[src/rtl/logic_unit_scheduler_pkg.sv]
// Shared definitions for the logic unit scheduler: the opcode map of the
// shared bitwise unit and the scheduler FSM state encoding.
package logic_unit_scheduler_pkg;

  // Opcode map of the shared logic unit, {s2,s1,s0}
  localparam logic [2:0] OP_AND  = 3'd0;
  localparam logic [2:0] OP_OR   = 3'd1;
  localparam logic [2:0] OP_XOR  = 3'd2;
  localparam logic [2:0] OP_XNOR = 3'd3;
  localparam logic [2:0] OP_NAND = 3'd4;
  localparam logic [2:0] OP_NOR  = 3'd5;
  localparam logic [2:0] OP_NOT  = 3'd6;
  localparam logic [2:0] OP_BUF  = 3'd7;

  // Scheduler FSM states
  typedef enum logic [1:0] {
    ST_IDLE = 2'd0,
    ST_EXEC = 2'd1,
    ST_RESP = 2'd2
  } state_t;

endpackage

[src/rtl/logic_unit_core.sv]
// Combinational 8-function bitwise logic unit shared by all requesters.
// Operand b is ignored for OP_NOT and OP_BUF.
module logic_unit_core
  import logic_unit_scheduler_pkg::*;
#(
  parameter int WIDTH = 8
) (
  input  logic [2:0]       op,
  input  logic [WIDTH-1:0] a,
  input  logic [WIDTH-1:0] b,
  output logic [WIDTH-1:0] y
);

  // Function select driven by the 3-bit opcode
  always_comb begin
    // NOTE: default assignment first so no path leaves y unassigned (no latch).
    y = '0;
    case (op)
      OP_AND:  y = a & b;
      OP_OR:   y = a | b;
      OP_XOR:  y = a ^ b;
      OP_XNOR: y = ~(a ^ b);
      OP_NAND: y = ~(a & b);
      OP_NOR:  y = ~(a | b);
      OP_NOT:  y = ~a;
      OP_BUF:  y = a;
      default: y = '0;
    endcase
  end

endmodule

[src/rtl/logic_unit_scheduler.sv]
// Round-robin scheduler sharing one bitwise logic unit among NUM_REQ
// requesters. One transaction is in flight at a time: IDLE grants, EXEC
// computes and registers the result, RESP holds it until accepted.
// Optional macro LOGIC_SCHED_PARITY_EN adds a registered even-parity output
// rsp_parity alongside rsp_data.
module logic_unit_scheduler
  import logic_unit_scheduler_pkg::*;
#(
  parameter int NUM_REQ = 4,
  parameter int WIDTH   = 8,
  parameter int ID_W    = 2
) (
  input  logic                     clk,
  input  logic                     rst,
  input  logic [NUM_REQ-1:0]       req_valid,
  output logic [NUM_REQ-1:0]       req_ready,
  input  logic [3*NUM_REQ-1:0]     req_op,
  input  logic [WIDTH*NUM_REQ-1:0] req_a,
  input  logic [WIDTH*NUM_REQ-1:0] req_b,
  output logic                     rsp_valid,
  input  logic                     rsp_ready,
  output logic [WIDTH-1:0]         rsp_data,
  output logic [ID_W-1:0]          rsp_id,
  output logic                     busy
`ifdef LOGIC_SCHED_PARITY_EN
  ,
  output logic                     rsp_parity
`endif
);

  state_t            state;
  logic [ID_W-1:0]   rr_ptr;
  logic [2:0]        lat_op;
  logic [WIDTH-1:0]  lat_a;
  logic [WIDTH-1:0]  lat_b;
  logic [ID_W-1:0]   lat_id;
  logic              grant_found;
  logic [ID_W-1:0]   grant_idx;
  logic [ID_W-1:0]   rr_next;
  logic [WIDTH-1:0]  core_y;

  // Round-robin search: first valid requester at or after rr_ptr, wrapping
  always_comb begin
    logic [ID_W-1:0] cand;
    grant_found = 1'b0;
    grant_idx   = '0;
    cand        = '0;
    for (int k = 0; k < NUM_REQ; k++) begin
      cand = ID_W'((int'(rr_ptr) + k) % NUM_REQ);
      if (!grant_found && req_valid[cand]) begin
        grant_found = 1'b1;
        grant_idx   = cand;
      end
    end
    rr_next = ID_W'((int'(grant_idx) + 1) % NUM_REQ);
  end

  // Accept strobe: one-hot to the winner, only while IDLE
  always_comb begin
    req_ready = '0;
    if (state == ST_IDLE && grant_found) req_ready[grant_idx] = 1'b1;
  end

  assign busy = (state != ST_IDLE);

  logic_unit_core #(.WIDTH(WIDTH)) u_core (
    .op (lat_op),
    .a  (lat_a),
    .b  (lat_b),
    .y  (core_y)
  );

  // Scheduler FSM with registered response outputs
  always_ff @(posedge clk) begin
    if (rst) begin
      // NOTE: the latched operands are reset along with the visible outputs;
      // they are few flops and keeping them deterministic costs nothing.
      state     <= ST_IDLE;
      rr_ptr    <= '0;
      lat_op    <= '0;
      lat_a     <= '0;
      lat_b     <= '0;
      lat_id    <= '0;
      rsp_valid <= 1'b0;
      rsp_data  <= '0;
      rsp_id    <= '0;
`ifdef LOGIC_SCHED_PARITY_EN
      rsp_parity <= 1'b0;
`endif
    end else begin
      // NOTE: non-blocking assignments so every register samples pre-edge values.
      case (state)
        ST_IDLE: begin
          if (grant_found) begin
            lat_op <= req_op[3*int'(grant_idx) +: 3];
            lat_a  <= req_a[WIDTH*int'(grant_idx) +: WIDTH];
            lat_b  <= req_b[WIDTH*int'(grant_idx) +: WIDTH];
            lat_id <= grant_idx;
            rr_ptr <= rr_next;
            state  <= ST_EXEC;
          end
        end
        ST_EXEC: begin
          rsp_data  <= core_y;
          rsp_id    <= lat_id;
          rsp_valid <= 1'b1;
`ifdef LOGIC_SCHED_PARITY_EN
          rsp_parity <= ^core_y;
`endif
          state     <= ST_RESP;
        end
        ST_RESP: begin
          if (rsp_ready) begin
            rsp_valid <= 1'b0;
            state     <= ST_IDLE;
          end
        end
        default: state <= ST_IDLE;
      endcase
    end
  end

endmodule

[config.mk]
export PLATFORM = sky130hd
export DESIGN_NAME = logic_unit_scheduler
export DESIGN_NICKNAME = d
export VERILOG_FILES = /design/src/rtl/logic_unit_scheduler_pkg.sv /design/src/rtl/logic_unit_core.sv /design/src/rtl/logic_unit_scheduler.sv
export SDC_FILE = /design/constraint.sdc
export NUM_CORES = 1
export LEC_CHECK = 0
export BUFFER_PORTS_ARGS = -buffer_cell sky130_fd_sc_hd__buf_2
export CORE_MARGIN = 2
export CORE_UTILIZATION = 55
export CTS_BUF_LIST = sky130_fd_sc_hd__clkbuf_16
export DETAILED_ROUTE_END_ITERATION = 8
export HOLD_SLACK_MARGIN = 0.12
export PLACE_DENSITY_LB_ADDON = 0.08
export SLEW_MARGIN = 40
export SYNTH_ARGS = -nofsm -noshare
export SYNTH_HDL_FRONTEND = slang
export SYNTH_SLANG_ARGS = --single-unit
export TNS_END_PERCENT = 20
[constraint.sdc]
create_clock -name clk -period 5 [get_ports clk]
set_input_delay 0.5 -clock clk [delete_from_list [all_inputs] [get_ports clk]]
set_output_delay 0.5 -clock clk [all_outputs]
set_load 0.02 [all_outputs]
### Word-level counts from Yosys, hierarchy flattened

Index checks and enable logic that the tools add are counted.

| word-level totals | value |
|---|---|
| register bits after elaboration | 36 |
| bits in latches | 0 |
| memory bits (read-only) | 0 |
| word-level logic and storage cells | 81 |
| memory bits (writable) | 0 |
| output and inout bits | 16 |
| input bits | 83 |
| memories kept | 0 |

| cells by class | value |
|---|---|
| order comparisons | 6 |
| bitwise operators | 7 |
| reductions and logical operators | 15 |
| mux-type cells | 25 |
| add/sub/neg operators | 4 |
| div/mod/pow operators | 0 |
| shift-type cells | 3 |
| eq/ne operators | 11 |
| multiply operators | 1 |

Operators with widths:

| cell | count |
|---|---|
| case mux 8 bit (8 select lines) | 1 |
| indexed part select 32 x 6 -> 8 bit | 2 |
| inverter 8 bit | 4 |
| less-than comparator 2 x 3 -> 1 bit, second input constant | 5 |
| equality test 3 bit, second input constant | 4 |
| 2-to-1 mux 2 bit | 6 |
| indexed part select 12 x 5 -> 3 bit | 1 |
| 2-to-1 mux 1 bit | 10 |
| AND 8 bit | 1 |
| binary-select mux 1 bit (select 2 bit) | 4 |
| OR 8 bit | 1 |
| bitwise XOR 8 bit | 1 |
| equality test 3 x 2 -> 1 bit, second input constant | 2 |
| case mux 2 bit (3 select lines) | 1 |
| AND reduction 2 bit | 3 |
| logical AND 1 bit | 5 |
| adder 2 x 1 -> 2 bit, second input constant | 2 |
| adder 2 bit, second input constant | 2 |
| multiplier 2 x 2 -> 4 bit, first input constant | 1 |
| 2-to-1 mux 4 bit | 1 |
| != test 2 bit, second input constant | 2 |
| nonzero test 2 bit | 2 |
| equality test 3 x 1 -> 1 bit, second input constant | 1 |
| logical NOT 1 bit | 3 |
| other kinds (7) | 7 |

### Depth between registers and ports, before layout

Gate-level depths: netlist (run 1).

| depth | value |
|---|---|
| depth after elaboration | 17 |
| mapped depth | 7 |
| depth with buffers taken out | 7 |

### Cells and area by module

Synthesis (run 1) repeated with hierarchy kept, for this count alone.

| unflattened totals | value |
|---|---|
| cells, all modules | 362 |
| area total of the unflattened synthesis | 2,886.5 sq um |

Modules (own cells, without submodules):

| module | cells an instance | times used | area an instance (sq um) |
|---|---|---|---|
| logic_unit_scheduler | 240 | 1 | 1,990.7 |
| logic_unit_core | 122 | 1 | 895.9 |

### Least setup slack after synthesis (run 1)

OpenSTA, ideal clock, no wires.

| timing path | value |
|---|---|
| path kind | input-to-output |
| from | input req_valid[2] |
| to | output req_ready[2] |
| stages | 6 |
| setup slack | 2.630 ns |
| buffers on the path | 2 |
| data arrival time | 1.870 ns |
| cell sequence | nor2b_1 -> nor3_1 -> or2_1 -> buf_6 -> buf_6 -> nor4_1 |

| on the way | value |
|---|---|
| word-level cells in the longest chain between the ends | 17 |

RTL lines:

| item | RTL line | source |
|---|---|---|
| start: declaration | logic_unit_scheduler.sv:15 | `input logic [NUM_REQ-1:0] req_valid,` |
| binary-select mux 1 bit (select 2 bit) | logic_unit_scheduler.sv:50 | `if (!grant_found && req_valid[cand]) begin` |
| 2-to-1 mux 1 bit (not written as such) | logic_unit_scheduler.sv:50 |  |
| 2-to-1 mux 1 bit | logic_unit_scheduler.sv:50 |  |
| logical NOT 1 bit | logic_unit_scheduler.sv:50 |  |
| logical AND 1 bit | logic_unit_scheduler.sv:50 |  |
| 2-to-1 mux 1 bit | logic_unit_scheduler.sv:50 |  |
| logical NOT 1 bit | logic_unit_scheduler.sv:50 |  |
| logical AND 1 bit | logic_unit_scheduler.sv:50 |  |
| 2-to-1 mux 1 bit | logic_unit_scheduler.sv:50 |  |
| logical NOT 1 bit | logic_unit_scheduler.sv:50 |  |
| logical AND 1 bit | logic_unit_scheduler.sv:50 |  |
| 2-to-1 mux 2 bit | logic_unit_scheduler.sv:50 |  |
| less-than comparator 2 x 3 -> 1 bit (not written as such) / >= comparator 2 x 1 -> 1 bit (equally long branches) | logic_unit_scheduler.sv:61 | `if (state == ST_IDLE && grant_found) req_ready[grant_idx] = 1'b1;` |
| logical AND 1 bit (not written as such) | logic_unit_scheduler.sv:61 |  |
| 2-to-1 mux 1 bit (not written as such) | logic_unit_scheduler.sv:61 |  |
| demux 1 bit (select 2 bit) | logic_unit_scheduler.sv:61 |  |
| 2-to-1 mux 4 bit (*) | logic_unit_scheduler.sv:61 |  |
| end: declaration | logic_unit_scheduler.sv:16 | `output logic [NUM_REQ-1:0] req_ready,` |

Mark *: on every way between the ends. The rest lies on a longest branch, timed or not. The select of a mux whose other input is x is not followed.

### Final worst setup path (run 1)

| timing path | value |
|---|---|
| from | register rr_ptr[1] |
| to | output req_ready[3] |

| on the way | value |
|---|---|
| word-level cells in the longest chain between the ends | 17 |

RTL lines:

| item | RTL line | source |
|---|---|---|
| start: declaration | logic_unit_scheduler.sv:32 | `logic [ID_W-1:0] rr_ptr;` |
| start signal: assignment | logic_unit_scheduler.sv:99 | `rr_ptr <= rr_next;` |
| branches (longest 16 deep; another with less-than comparator 2 x 3 -> 1 bit) | n/a |  |
| 2-to-1 mux 4 bit (*) | logic_unit_scheduler.sv:61 |  |

Mark *: on every way between the ends. The select of a mux whose other input is x is not followed.

==> results.md, run 1 <==
* Final-layout fill cell count at 430
* Average vias per placed instance at 5.28
* IR Drop Worst-Case VDD at 165 uV
* Async set or reset register ratio after synthesis at 0
* Tcrit/Tclk final at 0.632
* Setup tns final at 0 ps
* HPWL Detailed at 4.98 mm
* Synthesized net count at 422
* Endpoints failing hold at 0
* Max Buffers Root-to-Sink at 2
* Post-synthesis instance total at 323
* Via total after detailed routing at 2533
* Synthesized area at 0.00282 mm2
* Critical path required time at 4500 ps
* Quantity of gates resized following cts at 0
* Number of warnings issued by yosys at 0
* Pre-antenna DRT Iters at 5
* Clk pin slew, worst setup/hold paths at 50 ps
* Source of the worst register-to-register timing path: rr_ptr[1]
* DRT antenna net count at 0
* Buffers on Ports at 98
* Number of placement rows at 26
* Share of the yosys chip area belonging to registers at 0.256
* Post-CTS setup repair buffer count at 0
* Y dimension of the die at 75.6 um
* Worst hold-check path type: register to register
* Placer's final routability congestion estimate at 0.795
* Upper clock frequency limit at 316 MHz
* Data arrival, critical path at 2660 ps
* Largest net degree at the start of global routing at 39
* RSZ-0062 raised after global routing: no
* Number of max-cap violations at 0
* Startpoint type of the worst setup path: register
* Worst setup path start: rr_ptr[1]
* Setup slack at placement at 1840 ps
* Layout cells sized above 1 at 0.327
* Wire length after detailed routing at 6.37 mm
* Post-layout minimum cycle time at 3160 ps
* Critical Path Sink Type: output pin
* Worst hold path depth at 2
* Antenna cell count at 0
* Worst-margin pin slew at 674 ps
* Slew margin rel. at 0.549
* Count of flip-flops with a built-in enable after synthesis at 0
* TritonCTS clock tree: built
* Final standard cell utilization of the core at 0.685
* Worst flop-to-flop path endpoint: lat_a[5]
* Number of library cell types mapped by synthesis at 40
* Post-synthesis register bit count at 36
* Run status: completed
* Clock skew after layout at 2.21 ps
* Final-report max-slew violation count at 0
* Number of antenna violations at the first check in global routing at 0
* Logic depth of the worst register-to-register path at 7
* Die area at 0.00571 mm2
* Power consumption at 1.15 mW
* Width of the die at 75.6 um
* Post-CTS Hold Buffers at 0
* Total DRC errors in the routed layout at 0
* Net count reported at finish at 509
* Number of global-route vias before repair at 2272
* Total GRT Usage at 0.234
* Gr ovfl total at 0
* Floorplan core area at 0.00501 mm2
* Area growth from synthesis to layout at 21.7%
* Most common cell after layout, fill and taps aside: sky130_fd_sc_hd__buf_2
* Setup violations, final at 0
* Initial core utilization at 0.563
* Pwr dens at 336 mW/mm2
* Max Fanout on Critical Path at 38
* Worst setup slack after layout at 1840 ps
* I/O pin cnt at 99
* Number of buffers inserted during clock tree synthesis at 5
* Leading cell types in the layout, fill and taps excluded: 98 x sky130_fd_sc_hd__buf_2, 49 x sky130_fd_sc_hd__mux2i_1, 36 x sky130_fd_sc_hd__dfxtp_1
* Syn avg cell area at 8.73 um2
* Critical Path Sink: req_ready[3]
* Detailed router's first-iteration violation count at 77
* Wire length of the first global-routing pass at 10.2 mm
* Root buf cell: sky130_fd_sc_hd__clkbuf_16
* Insertion delay to the later sink of the worst-skew pair at 270 ps
* Leakage Power at 1.60 nW
* Wirelength per Cell at 13.3 um
* Setup Crit Path Kind: register to output pin
* H-Tree Level Count at 2
* Most used flip-flop cell after synthesis: sky130_fd_sc_hd__dfxtp_1
* Sinks on the clock net at 36
* R2R setup slack at 2560 ps
per-layer routing:
layer,GRT usage,part of all wire
met5,0,0
met4,0.0546,0.0099
met3,0.0489,0.052
met2,0.379,0.46
met1,0.320,0.48
worst max-delay path: stages, from the launching register on:
cell	delay (ps)
sky130_fd_sc_hd__dfxtp_1	350
sky130_fd_sc_hd__o21bai_1	190
sky130_fd_sc_hd__nor3b_2	170
sky130_fd_sc_hd__buf_4	340
sky130_fd_sc_hd__or2_1	500
sky130_fd_sc_hd__buf_4	370
sky130_fd_sc_hd__nand2_1	140
sky130_fd_sc_hd__nor3_1	140
sky130_fd_sc_hd__buf_2	180
cells in the mapped netlist, types with 2 or more instances:
cell type / instances / area share
sky130_fd_sc_hd__a211oi_1: 7 / 0.019
sky130_fd_sc_hd__a21oi_1: 10 / 0.018
sky130_fd_sc_hd__buf_2: 13 / 0.023
sky130_fd_sc_hd__buf_6: 3 / 0.012
sky130_fd_sc_hd__clkbuf_1: 4 / 0.0053
sky130_fd_sc_hd__dfxtp_1: 36 / 0.26
sky130_fd_sc_hd__ha_1: 16 / 0.071
sky130_fd_sc_hd__inv_1: 26 / 0.035
sky130_fd_sc_hd__mux2_2: 2 / 0.0080
sky130_fd_sc_hd__mux2i_1: 49 / 0.17
sky130_fd_sc_hd__mux4_2: 2 / 0.016
sky130_fd_sc_hd__nand2_1: 29 / 0.039
sky130_fd_sc_hd__nor2_1: 18 / 0.024
sky130_fd_sc_hd__nor2b_1: 5 / 0.011
sky130_fd_sc_hd__nor3_1: 3 / 0.0053
sky130_fd_sc_hd__nor3b_1: 20 / 0.053
sky130_fd_sc_hd__o211ai_1: 9 / 0.024
sky130_fd_sc_hd__o211ai_2: 9 / 0.040
sky130_fd_sc_hd__o21a_1: 18 / 0.048
sky130_fd_sc_hd__o21ai_0: 14 / 0.025
sky130_fd_sc_hd__o21ai_1: 10 / 0.018
sky130_fd_sc_hd__or2_1: 2 / 0.0044
area by class of cell:
class | count | area (um2) | area share
clock inverter | 2 | 8.76 | 0.00255
inverter | 26 | 97.6 | 0.0284
timing repair buffer | 102 | 520 | 0.152
multi-input combinational | 239 | 1870 | 0.545
tap | 70 | 87.6 | 0.0255
sequential | 36 | 721 | 0.210
clock buffer | 5 | 125 | 0.0365
state kept, by name, indices dropped and copies added, names as in the netlist:
register / cells
lat_id: 2
rsp_data: 8
rsp_id: 2
state: 2
rsp_valid: 1
rr_ptr: 2
lat_b: 8
lat_op: 3
lat_a: 8
power by group:
group          switching, mW  leakage, nW  internal (mW)
clock                  0.102       0.0709          0.178
sequential            0.0572        0.297          0.336
combinational          0.255         1.23          0.225
stage by stage:
stage	instances	hold slack, ps	instance area [um2]
global route	480	513	3430
finish	480	463	3430
CTS	479	468	3420
detailed placement	472	462	3290
global placement	472	455	3290
floorplan	323	436	2820
worst min-delay path by stage:
stage / start / endpoint / slack [ps]
global route: rsp_data[3] / rsp_data[3] / 510
floorplan: lat_id[0] / lat_id[0] / 440
global placement: lat_id[1] / lat_id[1] / 460
detailed placement: lat_id[0] / lat_id[0] / 460
CTS: lat_id[0] / lat_id[0] / 470
finish: lat_id[0] / lat_id[0] / 460
kinds of logic (layout without fill, tap and decap cells):
kind of cell | after synthesis | count (layout) | synth area share
muxes | 53 | 53 | 0.198
AOI/OAI and AO/OA | 85 | 85 | 0.227
buffers and inverters | 48 | 135 | 0.0848
and+or+nand+nor | 84 | 84 | 0.160
adders and majority gates | 16 | 16 | 0.0710
xor gates and xnor gates | 1 | 1 | 0.00311
DFF | 36 | 36 | 0.256
Note: power is estimated with default switching activity, not from simulation.
==> inputs of run 2 (changes only) <==
CORE_UTILIZATION = 51   (was 55)
clock period = 3.04 ns   (was 5 ns; I/O delays follow)
==> run 2 against run 1 <==
Against the previous run: die area grew 7.4%; highest routed layer unchanged; design area grew 1.2%; wire length grew 0.94%; register-to-register slack lost 1500 ps; sequential cell count is the same; first-iteration DRC count grew 29%; power grew 75%; cell count grew 0.83%; clock skew grew 0.99 ps; clock power grew 110%; setup slack lost 1000 ps; non-clock buffer count grew 1.
==> results.md, run 2 (same netlist as run 1, synthesis figures left out) <==
* Run status: completed
* HPWL Detailed at 5.01 mm
* Max Fanout on Critical Path at 5
* Pwr dens at 580 mW/mm2
* Final-layout fill cell count at 476
* Detailed router's first-iteration violation count at 99
* Gr ovfl total at 0
* Endpoints failing hold at 0
* Clock skew after layout at 3.20 ps
* Clk pin slew, worst setup/hold paths at 50 ps
* Data arrival, critical path at 1900 ps
* Critical path required time at 2740 ps
* Post-layout minimum cycle time at 2210 ps
* Logic depth of the worst register-to-register path at 6
* Register Area at 721 um2
* Endpoint, Worst Hold: lat_b[2]
* Root buf cell: sky130_fd_sc_hd__clkbuf_16
* Wirelength per Cell at 13.3 um
* Total GRT Usage at 0.220
* Post-CTS Hold Buffers at 0
* Largest registers: lat_a (8), lat_b (8), rsp_data (8)
* Number of placement rows at 27
* Cells along the critical path: nand2_1 -> a211oi_2 -> nor2_1 -> nor3_1 -> buf_2
* Wire length after detailed routing at 6.43 mm
* Leakage Power at 1.61 nW
* Multi-input logic area at 0.00187 mm2
* Worst flop-to-flop path endpoint: lat_b[1]
* Insertion delay to the later sink of the worst-skew pair at 280 ps
* Placer's final routability congestion estimate at 0.815
* TritonCTS clock tree: built
* Max Buffers Root-to-Sink at 2
* Pre-antenna DRT Iters at 4
* Setup Crit Path Kind: register to output pin
* Setup violations, final at 0
* Initial core utilization at 0.522
* Y dimension of the die at 78.3 um
* Setup tns final at 0 ps
* Layout cells sized above 1 at 0.330
* Delay of the slowest cell on the worst path at 520 ps
* Number of global-route vias before repair at 2402
* Power consumption at 2.02 mW
* Worst hold path depth at 3
* Worst hold-check path type: input port to register
* IR Drop Worst-Case VDD at 259 uV
* I/O pin cnt at 99
* Net count reported at finish at 510
* Worst setup path start: rr_ptr[1]
* Source of the worst register-to-register timing path: rr_ptr[1]
* R2R setup slack at 1060 ps
* Quantity of gates resized following cts at 0
* Width of the die at 78.3 um
* RSZ-0062 raised after global routing: no
* Startpoint type of the worst setup path: register
* Total DRC errors in the routed layout at 0
* Sinks on the clock net at 36
* Number of max-cap violations at 0
* Floorplan core area at 0.00541 mm2
* Via total after detailed routing at 2507
* Leading cell types in the layout, fill and taps excluded: 98 x sky130_fd_sc_hd__buf_2, 49 x sky130_fd_sc_hd__mux2i_1, 36 x sky130_fd_sc_hd__dfxtp_1
* Most common cell after layout, fill and taps aside: sky130_fd_sc_hd__buf_2
* H-Tree Level Count at 2
* Final-report max-slew violation count at 0
* Worst-margin pin slew at 659 ps
* Area growth from synthesis to layout at 23.2%
* Wire length of the first global-routing pass at 10.8 mm
* Number of antenna violations at the first check in global routing at 0
* Critical Path Sink Type: output pin
* Hold wc startpoint: req_b[2]
* Average vias per placed instance at 5.18
* Tcrit/Tclk final at 0.726
* Number of buffers inserted during clock tree synthesis at 5
* DRT antenna net count at 0
* Antenna cell count at 0
* Largest net degree at the start of global routing at 38
* Post-CTS setup repair buffer count at 0
* Die area at 0.00614 mm2
* Buffers on Ports at 98
* Upper clock frequency limit at 453 MHz
* Slew margin rel. at 0.559
* Max stage delay cell, worst path: sky130_fd_sc_hd__a211oi_2
run 2: cell count changes in the layout (fill, tap and decap cells not counted):
cell,delta
sky130_fd_sc_hd__buf_4,+1
sky130_fd_sc_hd__bufinv_16,+1
sky130_fd_sc_hd__clkinvlp_4,+1
sky130_fd_sc_hd__inv_1,-1
sky130_fd_sc_hd__nor2b_1,+1
sky130_fd_sc_hd__nor2b_2,-1
run 2: worst max path at each step:
stage                    to  slack, ps  cells after the start
4_1_cts        req_ready[0]        860                      5
3_3_place_gp   req_ready[0]       1050                      6
6_report       req_ready[0]        830                      5
2_1_floorplan  req_ready[2]       1010                      6
3_5_place_dp   req_ready[0]       1020                      6
5_1_grt        req_ready[0]        680                      5
run 2: per-stage QoR:
stage	util	area [um2]	hold WS, ps	setup slack [ps]	cells
global placement	0.610	3300	448	1050	475
finish	0.643	3470	318	834	484
detailed placement	0.610	3300	453	1020	475
floorplan	-	2820	436	1010	323
CTS	0.641	3470	318	860	483
global route	0.643	3470	328	684	484
run 2: cell type report:
cell class                      instances  area share
Inverter                               26      0.0281
Multi-Input combinational cell        239       0.538
Clock buffer                            5      0.0360
Tap cell                               72      0.0259
Timing Repair Buffer                  103       0.152
Sequential cell                        36       0.207
Clock inverter                          3      0.0122
run 2: layer usage:
metal,up-vias,global-route usage,part of all wire,routed length (um)
met4,0,0.0702,0.015,97
met5,-,0,0,0
met3,10,0.0368,0.037,239
met1,1116,0.294,0.50,3230
li1,1316,-,-,-
met2,65,0.362,0.44,2860
run 2: critical path, delay by kind of cell (launching register included):
kind / cells / cell delay, ps
compound gates: 1 / 520
buf+inv: 1 / 190
flops: 1 / 430
simple gates: 3 / 470
run 2: where the power goes:
| part | switching, mW | internal (mW) | total [mW] |
|---|---|---|---|
| sequential | 0.0957 | 0.552 | 0.648 |
| combinational | 0.416 | 0.370 | 0.787 |
| clock | 0.195 | 0.385 | 0.580 |
| total | 0.708 | 1.31 | 2.02 |
